==> src/rtl/run_length_ctrl.sv <==
// Run-length detector controller: flags N consecutive zeros or ones on a serial
// stream and keeps a saturating count of detected runs.
module run_length_ctrl #(
   parameter int unsigned CW        = 4,
   parameter int unsigned N_DEFAULT = 4,
   parameter int unsigned DW        = 8
) (
   input  logic          clk,
   input  logic          reset,
   input  logic          load,
   input  logic [CW-1:0] n_len,
   input  logic          en,
   input  logic          w,
   output logic          z_zero,
   output logic          z_one,
   output logic          z,
   output logic [2:0]    state,
   output logic [CW-1:0] run_cnt,
   output logic [DW-1:0] det_cnt
);

   typedef enum logic [2:0] {
      S0 = 3'b000,
      S1 = 3'b001,
      S2 = 3'b010,
      S3 = 3'b011,
      S4 = 3'b100
   } state_t;

   logic [CW-1:0] n_reg;
   logic [CW-1:0] n_reg_d;
   logic [2:0]    state_d;
   logic [CW-1:0] run_d;
   logic [DW-1:0] det_d;
   logic [CW-1:0] neff;
   logic [CW-1:0] cand;
   logic          legal;
   logic          in_run;
   logic          run_bit;
   logic          c;

   // Next-state, counter and configuration logic
   always_comb begin
      n_reg_d = n_reg;
      state_d = state;
      run_d   = run_cnt;
      det_d   = det_cnt;
      neff    = (n_reg == '0) ? CW'(1) : n_reg;
      legal   = (state <= S4);
      in_run  = (state != S0) && legal;
      run_bit = (state == S3) || (state == S4);
      cand    = CW'(1);
      // A matching bit extends the run, saturating at the effective length
      if (in_run && (w == run_bit))
         cand = (run_cnt >= neff) ? neff : run_cnt + CW'(1);
      c = (cand == neff);

      if (load) begin
         n_reg_d = n_len;
         state_d = S0;
         run_d   = '0;
      end else if (!legal) begin
         state_d = S0;
         run_d   = '0;
      end else if (en) begin
         if (w) state_d = c ? S4 : S3;
         else   state_d = c ? S2 : S1;
         run_d = cand;
         if (((state_d == S2) || (state_d == S4)) && (state_d != state)
             && (det_cnt != {DW{1'b1}}))
            det_d = det_cnt + DW'(1);
      end
   end

   // State and status registers; detect flags registered alongside the state
   always_ff @(posedge clk) begin
      if (reset) begin
         n_reg   <= CW'(N_DEFAULT);
         state   <= S0;
         run_cnt <= '0;
         det_cnt <= '0;
         z_zero  <= 1'b0;
         z_one   <= 1'b0;
         z       <= 1'b0;
      end else begin
         n_reg   <= n_reg_d;
         state   <= state_d;
         run_cnt <= run_d;
         det_cnt <= det_d;
         z_zero  <= (state_d == S2);
         z_one   <= (state_d == S4);
         z       <= (state_d == S2) || (state_d == S4);
      end
   end

endmodule

==> config.mk <==
export PLATFORM = sky130hd
export DESIGN_NAME = run_length_ctrl
export DESIGN_NICKNAME = d
export VERILOG_FILES = /design/src/rtl/run_length_ctrl.sv
export SDC_FILE = /design/constraint.sdc
export NUM_CORES = 1
export LEC_CHECK = 0
export CAP_MARGIN = 30
export CORE_UTILIZATION = 53
export CTS_BUF_LIST = sky130_fd_sc_hd__clkbuf_4
export DETAILED_ROUTE_END_ITERATION = 16
export PLACE_DENSITY = 0.81
export SYNTH_ARGS = -nofsm -noshare
export SYNTH_HDL_FRONTEND = slang
export SYNTH_SLANG_ARGS = --single-unit
export TNS_END_PERCENT = 1
==> constraint.sdc <==
create_clock -name clk -period 4.73 [get_ports clk]
set_input_delay 1.419 -clock clk [delete_from_list [all_inputs] [get_ports clk]]
set_output_delay 1.419 -clock clk [all_outputs]
set_load 0.02 [all_outputs]
==> flow_summary_export.csv, run 1 <==
group,metric,value,unit
global_routing,largest_net_degree_at_the_start_of_global_routing,15,
synthesis,proportion_of_synthesized_chip_area_in_sequential_cells,31.1,%
floorplan,floorplan.initialDensity,56.7,%
critical_path,worstPathCellList,"dlygate4sd2_1 > nor2b_1 > mux2_4 > or3_4 > o311ai_4 > a211oi_1 > buf_4 > ha_1 > xnor2_2 > nor2_1 > a21o_1 > o21a_1 > a311oi_4 > and3_4 > mux2_2",
clock_network,tritoncts,"built",
sta,finalMaxSlewViolations,0,
routing,route.detailed.vias_per_inst,5.85,
floorplan,core_outline_area,0.00250,sq mm
synthesis,netlist_area,0.00142,sq mm
sta,worst-slew-pin-transition,493,ps
global_routing,initial_antenna_violation_count,0,
power,net-switching-power,0.110,mW
routing,drt_first_pass_iters,4,
sta,slew-limit-headroom,66.8,%
critical_path,critPathSlowestCell,"or3_4",
synthesis,simple_gate_area_share_of_the_yosys_netlist,24.1,%
synthesis,synthesis.instances,168,
synthesis,synth_flop_cell,"dfxtp_1",
clock_network,clock_tree.htree_level_count,1,
placement,gp_congestion,0.934,
floorplan,std_cell_rows,18,
synthesis,synth_area_per_cell,8.43,sq um
synthesis,compound_gate_fraction_of_synth_area,17.7,%
floorplan,num_ports,27,
sta,min_period_over_period,97.9,%
synthesis,synth-xor-area-share,3.71,%
synthesis,synth-adder-area-share,7.95,%
critical_path,timing_worst_setup_path_type,"input port to flop",
critical_path,worstSetupStartpointType,"input port",
critical_path,timing.critical_path.slowest_cell_delay,410,ps
clock_network,clock-root-buffer,"clkbuf_4",
layout,layout.nets,224,
synthesis,largest_family_of_logic_cells_by_synthesized_area,"simple AND/OR/NAND/NOR gates",
outcome,result_of_the_run,"finished clean",
clock_network,clk_transition_reported_paths,120,ps
sta,final.min_clock_period,4630,ps
synthesis,post_synth_num_cell_types,48,
floorplan,die_area,0.00288,sq mm
power,power_switching_share,29.7,%
clock_network,cts-buffers-inserted,3,
power,power_frac_clock,23.5,%
synthesis,post-synth-top-count-cell,"nor2_1",
routing,routed-via-count,1368,
power,total_leakage_power,0.745,nW
sta,max_clock_freq,0.216,GHz
synthesis,post_synth_most_frequent_cells,"nor2_1, dfxtp_1, inv_1",
global_routing,grt-ovfl-total,0,
power,pwr-share-comb,23.6,%
power,power_density,200,mW/mm^2
critical_path,cp_data_required_time,4940,ps
critical_path,crit_path_capture_type,"flop",
synthesis,mappedNetlistNets,186,
placement,io_buffers,26,
run,maxCapViolCount,0,
routing,drc_markers,0,
synthesis,synth-edff-count,0,
layout,final_layout_size_suffix_gt1_share,15.7,%
clock_network,worst_skew_pair.late_latency,310,ps
clock_network,clock_sink_count,22,
sta,grt_setup_unrepaired,"false",
synthesis,synthArstFlopShare,0,%
global_routing,via_count_of_the_first_global_routing_pass,1297,
floorplan,die_w,53.7,microns
floorplan,fp.dieH,53.7,microns
layout,utilization,74.2,%
clock_network,cts-root-to-sink-buffers,2,
worst_hold_path,min_path_type,"flop to flop",
global_routing,first_pass_grt_wire_length,5510,microns
power,internal-power,0.261,mW
placement,detailedPlacementHpwl,2490,microns
critical_path,timing.critical_path.arrival,4840,ps
routing,drtIter0Drc,43,
critical_path,top_delay_family_on_crit_path,"compound AO/OA/AOI/OAI gates",
critical_path,timing.critical_path.buf_inv,2,
synthesis,muxShareOfSynthArea,9.81,%
synthesis,synth.top_cell.area_share,31.1,%
synthesis,synth_largest_area_cell,"dfxtp_1",
synthesis,ys_ff_latch,22,
routing,detail_route.wl_per_cell,14.8,microns
critical_path,crit_fanout,6,
routing,postRouteWirelength,3460,microns
power,share_of_total_power_in_sequential_cells,52.8,%
routing,drtAntennaViolNets,0,
synthesis,netlist_top_cells_area,"dfxtp_1, ha_1, nor2_1",
sta,setup_violations,0,
synthesis,ys_warn_count,0,
sta,finClkSkew,1.88,ps
layout,largest_register_ff_count,8,
layout,n_antenna_cell,0,
global_routing,grt_util_all_layers,26.5,%
layout,syn_to_final_growth,30.9,%
clock_network,post_cts_hold_buffer_count,0,
power,peakVddDrop,162,uV
sta,setup-tns-final,0,ps
sta,finalHoldViolations,0,
## layout make-up
type	count	area, sq um
multi-input combinational	128	952
fill	186	646
sequential	22	440
timing repair buffer	39	357
inverter	12	45.0
tap	30	37.5
clock buffer	3	22.5
## worst min-delay path: cells and delay by family, from the launching register on
family           cells  cell delay, ps
flip-flops           1             360
multiplexers         1             130
AND/OR/NAND/NOR      1              50
## worst paths after layout
path,from,endpoint,slack [ps],cells after the start
worst max-delay path,w,det_cnt[3],100,15
worst min-delay path,det_cnt[1],det_cnt[1],560,2
worst max register to register,n_reg[2],det_cnt[3],600,17
worst min register to register,det_cnt[1],det_cnt[1],560,2
## stage by stage
stage	cells	hold slack, ps	instance area (sq um)	setup WS [ps]	power, mW
CTS	234	570	1850	119	0.370
detailed placement	230	547	1770	-808	0.277
global route	234	597	1850	12.0	0.386
finish	234	560	1850	97.2	0.371
global placement	230	536	1770	-595	0.275
floorplan	168	499	1420	288	0.247
## repair_timing
action / in CTS / in global routing
setup endpoints to repair: 8 / 3
gates resized for setup: 8 / 1
pin swaps: 1 / 1
setup buffers: 1 / 0
## per-layer routing
metal | global-route usage (%) | vias to the layer above | routed length, microns
li1 | - | 672 | -
met1 | 29.8 | 646 | 1470
met2 | 49.0 | 41 | 1780
met3 | 4.80 | 9 | 168
met4 | 9.21 | 0 | 40
met5 | 0 | - | 0
## kinds of logic (layout without fill, tap and decap cells)
logic type / Yosys count / in the layout
compound gates: 33 / 33
xor+xnor: 6 / 6
fa+ha+maj: 9 / 9
buf+inv: 18 / 54
flops: 22 / 22
mux: 13 / 13
simple gates: 67 / 67
## cell usage in the layout, fill, tap and decap left out, types with 3 or more instances in the layout
master / synthesis / routed
a21oi_1: 7 / 7
buf_4: 1 / 13
clkbuf_4: 0 / 3
clkdlybuf4s50_1: 0 / 25
dfxtp_1: 22 / 22
ha_1: 9 / 9
inv_1: 12 / 12
mux2i_1: 9 / 9
nand2_1: 9 / 9
nand3_1: 3 / 3
nand4_1: 3 / 3
nor2_1: 25 / 25
nor2b_1: 6 / 6
nor3_1: 7 / 7
o211ai_1: 3 / 3
o21ai_0: 3 / 3
xnor2_1: 5 / 4
## power groups by stage
| stage | logic [mW] | clock network (mW) | registers (mW) |
|---|---|---|---|
| 2_1_floorplan | 0.0463 | 0 | 0.200 |
| 3_3_place_gp | 0.0756 | 0 | 0.199 |
| 3_5_place_dp | 0.0781 | 0 | 0.199 |
| 4_1_cts | 0.0849 | 0.0893 | 0.196 |
| 5_1_grt | 0.0952 | 0.0948 | 0.196 |
| 6_report | 0.0876 | 0.0873 | 0.196 |
Note: power is estimated with default switching activity, not from simulation.
==> run 2, diff against run 1 <==
--- a/config.mk
+++ b/config.mk
@@ -5,7 +5,7 @@
 export SDC_FILE = /design/constraint.sdc
 export NUM_CORES = 1
 export LEC_CHECK = 0
-export CAP_MARGIN = 30
+export CAP_MARGIN = 20
 export CORE_UTILIZATION = 53
 export CTS_BUF_LIST = sky130_fd_sc_hd__clkbuf_4
 export DETAILED_ROUTE_END_ITERATION = 16
==> constraint.sdc (replaced) <==
create_clock -name clk -period 4.73 [get_ports clk]
set_input_delay 1.419 -clock clk [delete_from_list [all_inputs] [get_ports clk]]
set_output_delay 1.419 -clock clk [all_outputs]
set_load 0.005 [all_outputs]
==> results of run 2 <==
The final DEF is identical to that of run 1. Status: finished clean.
Main changes from that run: total power 0.371 mW -> 0.368 mW
==> run 3, diff against run 2 <==
--- a/config.mk
+++ b/config.mk
@@ -5,7 +5,6 @@
 export SDC_FILE = /design/constraint.sdc
 export NUM_CORES = 1
 export LEC_CHECK = 0
-export CAP_MARGIN = 20
 export CORE_UTILIZATION = 53
 export CTS_BUF_LIST = sky130_fd_sc_hd__clkbuf_4
 export DETAILED_ROUTE_END_ITERATION = 16
==> results of run 3 <==
The final DEF is identical to that of run 1. Status: finished clean.
Main changes from that run: total power 0.371 mW -> 0.368 mW
